<file path="config.mk">
export PLATFORM = sky130hd
export DESIGN_NAME = cla_adder_pipe
export DESIGN_NICKNAME = d
export VERILOG_FILES = /design/src/rtl/cla_adder_pipe.sv
export SDC_FILE = /design/constraint.sdc
export NUM_CORES = 1
export LEC_CHECK = 0
export CELL_PAD_IN_SITES_DETAIL_PLACEMENT = 0
export CELL_PAD_IN_SITES_GLOBAL_PLACEMENT = 1
export CORE_MARGIN = 2
export CORE_UTILIZATION = 46
export CTS_BUF_LIST = sky130_fd_sc_hd__clkbuf_2 sky130_fd_sc_hd__clkbuf_4 sky130_fd_sc_hd__clkbuf_8
export DETAILED_ROUTE_END_ITERATION = 10
export PLACE_DENSITY = 0.88
export REMOVE_ABC_BUFFERS = 1
export SETUP_SLACK_MARGIN = 0.02
export SLEW_MARGIN = 20
export SYNTH_ARGS = -nofsm -noshare
export SYNTH_HDL_FRONTEND = slang
export SYNTH_SLANG_ARGS = --single-unit
</file>
<file path="constraint.sdc">
create_clock -name clk -period 4.55 [get_ports clk]
set_input_delay 0.91 -clock clk [delete_from_list [all_inputs] [get_ports clk]]
set_output_delay 0.91 -clock clk [all_outputs]
set_load 0.01 [all_outputs]
</file>
<file path="src/rtl/cla_adder_pipe.sv">
`default_nettype none
// ============================================================================
//  Module      : cla_adder_pipe
//  Description : Parametrised pipelined two-level carry-lookahead
//                adder/subtractor with status flags and a stall-all
//                valid/ready handshake on both sides.
//  Revision    : 1.0 - initial release
// ============================================================================
module cla_adder_pipe #(
  parameter int WIDTH  = 16,  // operand width, multiple of GROUP, >= 4
  parameter int GROUP  = 4,   // bits per lookahead group
  parameter int STAGES = 2    // register stages from accept to output, 1..3
) (
  input  logic             clk,
  input  logic             rst,
  input  logic             in_valid,
  output logic             in_ready,
  input  logic [WIDTH-1:0] a,
  input  logic [WIDTH-1:0] b,
  input  logic             c_in,
  input  logic             sub,
  output logic             out_valid,
  input  logic             out_ready,
  output logic [WIDTH-1:0] o,
  output logic             c_out,
  output logic             ovf,
  output logic             zr,
  output logic             ng
);

  localparam int NGRP = WIDTH / GROUP;

  // Front-end result: bit propagate/generate, group P/G, effective carry in.
  typedef struct packed {
    logic [WIDTH-1:0] p;
    logic [WIDTH-1:0] g;
    logic [NGRP-1:0]  gp;
    logic [NGRP-1:0]  gg;
    logic             cin;
  } front_t;

  // Middle result: bit propagate/generate plus every group carry-in.
  // cg[NGRP] is the carry out of the MSB.
  typedef struct packed {
    logic [WIDTH-1:0] p;
    logic [WIDTH-1:0] g;
    logic [NGRP:0]    cg;
  } carry_t;

  // Final result as held in the output register.
  typedef struct packed {
    logic [WIDTH-1:0] sum;
    logic             cout;
    logic             ovf;
    logic             zr;
  } res_t;

  // --------------------------------------------------------------------------
  // First level: operand conditioning and per-group propagate/generate.
  // Subtraction is a + ~b + 1, so the effective carry in is forced high.
  // --------------------------------------------------------------------------
  function automatic front_t f_front(input logic [WIDTH-1:0] fa,
                                     input logic [WIDTH-1:0] fb,
                                     input logic             fc,
                                     input logic             fs);
    front_t           r;
    logic [WIDTH-1:0] bx;
    logic             pp;
    logic             gg;
    bx    = fs ? ~fb : fb;
    r.p   = fa ^ bx;
    r.g   = fa & bx;
    r.cin = fs | fc;
    r.gp  = '0;
    r.gg  = '0;
    for (int k = 0; k < NGRP; k++) begin
      pp = 1'b1;
      gg = 1'b0;
      for (int i = 0; i < GROUP; i++) begin
        gg = r.g[k*GROUP+i] | (r.p[k*GROUP+i] & gg);
        pp = pp & r.p[k*GROUP+i];
      end
      r.gp[k] = pp;
      r.gg[k] = gg;
    end
    return r;
  endfunction

  // --------------------------------------------------------------------------
  // Second level: each group carry is the sum-of-products of lower group
  // P/G terms and the carry in; synthesis flattens the inner loop.
  // --------------------------------------------------------------------------
  function automatic carry_t f_carry(input front_t f);
    carry_t r;
    logic   acc;
    r.p     = f.p;
    r.g     = f.g;
    r.cg    = '0;
    r.cg[0] = f.cin;
    for (int k = 0; k < NGRP; k++) begin
      acc = f.cin;
      for (int j = 0; j <= k; j++) begin
        acc = f.gg[j] | (f.gp[j] & acc);
      end
      r.cg[k+1] = acc;
    end
    return r;
  endfunction

  // --------------------------------------------------------------------------
  // Final sum: in-group carries from the group carry-in, then flags.
  // Operand signs match exactly when the MSB propagate is 0, and in that
  // case the MSB generate equals the common sign bit.
  // --------------------------------------------------------------------------
  function automatic res_t f_final(input carry_t f);
    res_t r;
    logic c;
    r.sum = '0;
    for (int k = 0; k < NGRP; k++) begin
      c = f.cg[k];
      for (int i = 0; i < GROUP; i++) begin
        r.sum[k*GROUP+i] = f.p[k*GROUP+i] ^ c;
        c = f.g[k*GROUP+i] | (f.p[k*GROUP+i] & c);
      end
    end
    r.cout = f.cg[NGRP];
    r.ovf  = ~f.p[WIDTH-1] & (r.sum[WIDTH-1] ^ f.g[WIDTH-1]);
    r.zr   = ~|r.sum;
    return r;
  endfunction

  // --------------------------------------------------------------------------
  // Handshake: the whole pipe moves when the output slot is free or drained.
  // --------------------------------------------------------------------------
  logic   rdy_q;
  logic   out_valid_q;
  res_t   res_q;
  logic   w_advance;
  logic   w_accept;
  logic   out_valid_d;
  res_t   res_d;

  assign w_advance = !out_valid_q | out_ready;
  assign in_ready  = rdy_q & w_advance;
  assign w_accept  = in_valid & in_ready;

  // Hold off input acceptance until one cycle after reset release.
  always_ff @(posedge clk or posedge rst) begin
    if (rst) rdy_q <= 1'b0;
    else     rdy_q <= 1'b1;
  end

  // --------------------------------------------------------------------------
  // Stage placement by depth.
  // --------------------------------------------------------------------------
  generate
    if (STAGES <= 1) begin : g_st1
      assign out_valid_d = w_accept;
      assign res_d       = f_final(f_carry(f_front(a, b, c_in, sub)));
    end else if (STAGES == 2) begin : g_st2
      front_t s1_q;
      logic   s1_vld_q;

      // Front-end register: conditioned operands and group P/G.
      always_ff @(posedge clk or posedge rst) begin
        if (rst) begin
          s1_vld_q <= 1'b0;
          s1_q     <= '0;
        end else if (w_advance) begin
          s1_vld_q <= w_accept;
          if (w_accept) s1_q <= f_front(a, b, c_in, sub);
        end
      end

      assign out_valid_d = s1_vld_q;
      assign res_d       = f_final(f_carry(s1_q));
    end else begin : g_st3
      front_t s1_q;
      logic   s1_vld_q;
      carry_t s2_q;
      logic   s2_vld_q;

      // Front-end register: conditioned operands and group P/G.
      always_ff @(posedge clk or posedge rst) begin
        if (rst) begin
          s1_vld_q <= 1'b0;
          s1_q     <= '0;
        end else if (w_advance) begin
          s1_vld_q <= w_accept;
          if (w_accept) s1_q <= f_front(a, b, c_in, sub);
        end
      end

      // Middle register: resolved group carries.
      always_ff @(posedge clk or posedge rst) begin
        if (rst) begin
          s2_vld_q <= 1'b0;
          s2_q     <= '0;
        end else if (w_advance) begin
          s2_vld_q <= s1_vld_q;
          if (s1_vld_q) s2_q <= f_carry(s1_q);
        end
      end

      assign out_valid_d = s2_vld_q;
      assign res_d       = f_final(s2_q);
    end
  endgenerate

  // Output register: loads only on a real beat so results hold across
  // bubbles and stalls; flags travel with the sum they describe.
  always_ff @(posedge clk or posedge rst) begin
    if (rst) begin
      out_valid_q <= 1'b0;
      res_q       <= '0;
    end else if (w_advance) begin
      out_valid_q <= out_valid_d;
      if (out_valid_d) res_q <= res_d;
    end
  end

  assign out_valid = out_valid_q;
  assign o         = res_q.sum;
  assign c_out     = res_q.cout;
  assign ovf       = res_q.ovf;
  assign zr        = res_q.zr;
  assign ng        = res_q.sum[WIDTH-1];

endmodule
`default_nettype wire

</file>
==> flow_metrics.py <==
metrics = {
    "placement": {
        "hpwl_mm": 4.29,
        "port-buffer-count": 59,
        "postPlaceCellArea_sq_mm": 0.00366,
        "dp_slack_ns": 1.17,
        "gp_congestion": 0.769,
    },
    "setup_path": {
        "cp_cell_sequence": "clkdlybuf4s50_1 > nand2b_4 > and2_1 > clkdlybuf4s50_1",
        "rr_startpoint": "g_st2.s1_q[0]",
        "cp_common_cell": "clkdlybuf4s50_1",
        "endpoint_kind": "output pin",
        "crit_path_start_kind": "input port",
        "crit_path_max_fanout": 6,
        "cpMaxStageDelayCell": "clkdlybuf4s50_1",
        "critPathMaxStageDelay_ns": 0.52,
        "cp.depth": 4,
        "crit_buf_inv": 2,
        "required_ns": 3.64,
        "path_class": "input port to output pin",
        "regToRegSetupSlack_ns": 1.55,
        "path_delay_family": "buffers and inverters",
        "rr_worst_depth": 12,
        "r2r_end": "zr",
        "arrival_ns": 2.17,
    },
    "clock_tree": {
        "cts_inserted_buffers": 9,
        "clk_latency_ns": 0.34,
        "cts_root_buf": "clkbuf_8",
        "ctsResizeCount": 0,
        "clk_path_buf_depth": 2,
        "clock-sinks": 60,
        "hold_buffers": 0,
        "htree_levels": 3,
        "cts_tree": "built",
        "clk_pin_slew_ns": 0.07,
        "cts_setup_buffers": 0,
    },
    "pwr": {
        "p_per_area_mw_per_mm2": 498,
        "leakage_nw": 1.81,
        "ir_worst_vdd_v": 0.000366,
    },
    "worst_hold_path": {
        "hold_depth": 2,
        "hold_path.class": "flip-flop to flip-flop",
        "holdPathEnd": "g_st2.s1_q[8]",
        "worstHoldStart": "g_st2.s1_q[8]",
    },
    "synthesis": {
        "synthTopCellsByArea": "dfrtp_1 50%, mux2_2 15%, ha_1 12%",
        "synth_top_cell_area_share": 0.496,
        "yosys_warnings": 0,
        "netlist_area_sq_mm": 0.00303,
        "yosysTopAreaCell": "dfrtp_1",
        "yosysSeqAreaShare": 0.496,
        "ys_seq_elements": 60,
        "avgSynthCellArea_sq_um": 12.6,
        "syn_inst": 240,
        "synthDistinctLibCells": 26,
    },
    "detailed_routing": {
        "drc_errors": 0,
        "drt-wirelength-per-cell_um": 15.5,
        "drtIter0Drc": 89,
        "wl_mm": 5.94,
        "vias": 1990,
        "first_pass_iters": 6,
        "antenna_left": 0,
        "vias_per_cell": 5.20,
    },
    "global_routing": {
        "overflow": 0,
        "grt_pass1_wl_mm": 10.0,
        "grt_max_degree": 50,
        "grt_pass1_vias": 2068,
        "track_usage": 0.180,
        "antenna_found_initial": 0,
    },
    "sta": {
        "slew_headroom": 0.298,
        "finalSetupTns_ns": 0,
        "hold_viol_final": 0,
        "fin_crit_ns": 3.08,
        "fin_crit_sh": 0.677,
        "fin_skew_ns": 0.00386,
        "setup_viol": 0,
        "worst_pin_slew_ns": 1.05,
        "fmax_mhz": 325,
        "setup_ws_ns": 1.47,
        "drv_slew": 0,
        "grt_setup_unrepaired": "false",
    },
    "finish": {
        "layout_commonest_cell": "dfrtp_1",
        "drive_gt1_frac": 0.232,
        "final_cell_mix": "60 x dfrtp_1, 59 x clkdlybuf4s50_1, 41 x mux2_2",
        "finalInstanceArea_sq_mm": 0.00385,
        "nets": 368,
        "area_growth_pct": 27.4,
        "diodes": 0,
    },
    "die": {
        "row_count": 29,
        "io_pins": 60,
        "design.die.area_sq_mm": 0.00724,
        "die_height_um": 85.1,
        "die_x_um": 85.1,
        "start_util": 0.476,
        "core-area_sq_mm": 0.00635,
    },
    "flow_run": {
        "maxCapViolCount": 0,
    },
    "status": {
        "status": "finished, final reports clean",
    },
}
==> power breakdown <==
part	total (mW)	internal [mW]	switching [mW]	leakage (nW)
clock network	0.464	0.260	0.204	0.102
registers	0.784	0.692	0.0925	0.741
logic	0.673	0.388	0.285	0.967
==> state kept, by name, summed over array words and instances, names as in the netlist <==
register / flops
zr: 1
g_st2.s1_vld_q: 1
rdy_q: 1
o: 16
ovf: 1
c_out: 1
g_st2.s1_q: 38
out_valid: 1
==> cells in the mapped netlist <==
| cell | number |
|---|---|
| dfrtp_1 | 60 |
| nand3_2 | 1 |
| conb_1 | 1 |
| buf_4 | 2 |
| mux2_2 | 41 |
| ha_1 | 28 |
| nand2_2 | 1 |
| nand2b_4 | 1 |
| clkbuf_1 | 1 |
| nor2_1 | 5 |
| xor2_1 | 21 |
| o21ai_0 | 14 |
| buf_2 | 5 |
| a21oi_1 | 5 |
| nand2_1 | 16 |
| nand3_1 | 1 |
| buf_6 | 2 |
| o31ai_1 | 2 |
| nand4_1 | 5 |
| a2111oi_4 | 1 |
| inv_1 | 2 |
| and2_1 | 1 |
| a21o_1 | 11 |
| or2_2 | 8 |
| nor4_1 | 3 |
| nor3_1 | 2 |
==> stage by stage <==
stage          hold WS, ns   util  cells  power [mW]
2_1_floorplan        0.450      -    230        1.14
3_3_place_gp         0.466  0.577    368        1.46
3_5_place_dp         0.472  0.577    368        1.48
4_1_cts              0.486  0.607    383        1.94
5_1_grt              0.512  0.607    383        2.04
6_report             0.482  0.607    383        1.92
==> final cells by class <==
cell class              instances  area (sq um)
well taps                      77          96.3
repair buffers                 61           606
flip-flops and latches         60          1500
fillers                       529          2500
inverters                       2          8.76
clock buffers                  14           186
multi-input cells             168          1450
clock inverters                 1          5.00
==> layer usage <==
metal / up-vias / share of wire / global-route usage
li1: 969 / - / -
met1: 959 / 0.48 / 0.247
met2: 51 / 0.47 / 0.278
met3: 11 / 0.037 / 0.0360
met4: 0 / 0.018 / 0.0765
met5: - / 0 / 0
==> how the worst max path moves through the flow <==
stage,startpoint,end,slack (ns)
global route,g_st2.s1_q[0],zr,1.38
CTS,out_ready,in_ready,1.46
global placement,sub,g_st2.s1_q[4],1.23
detailed placement,sub,g_st2.s1_q[4],1.17
finish,out_ready,in_ready,1.47
floorplan,g_st2.s1_q[0],zr,1.85
==> worst reg2reg max path, delay by kind of cell, from the launching register on <==
family          cells  cell delay (ns)
xor+xnor            1             0.25
compound gates      4             0.88
flops               1             0.40
simple gates        4             0.86
fa+ha+maj           3             0.52
==> cells by family (layout without fill, tap and decap cells) <==
group / Yosys count / after routing / share of synthesized area
buffers and inverters: 12 / 78 / 0.0244
adders and majority gates: 28 / 28 / 0.116
other: 1 / 1 / 0.00124
DFF: 60 / 60 / 0.496
and+or+nand+nor: 44 / 44 / 0.0761
AOI/OAI and AO/OA: 33 / 33 / 0.0728
xor gates and xnor gates: 21 / 21 / 0.0608
muxes: 41 / 41 / 0.153
No activity file was read; power rests on OpenSTA's default activity.
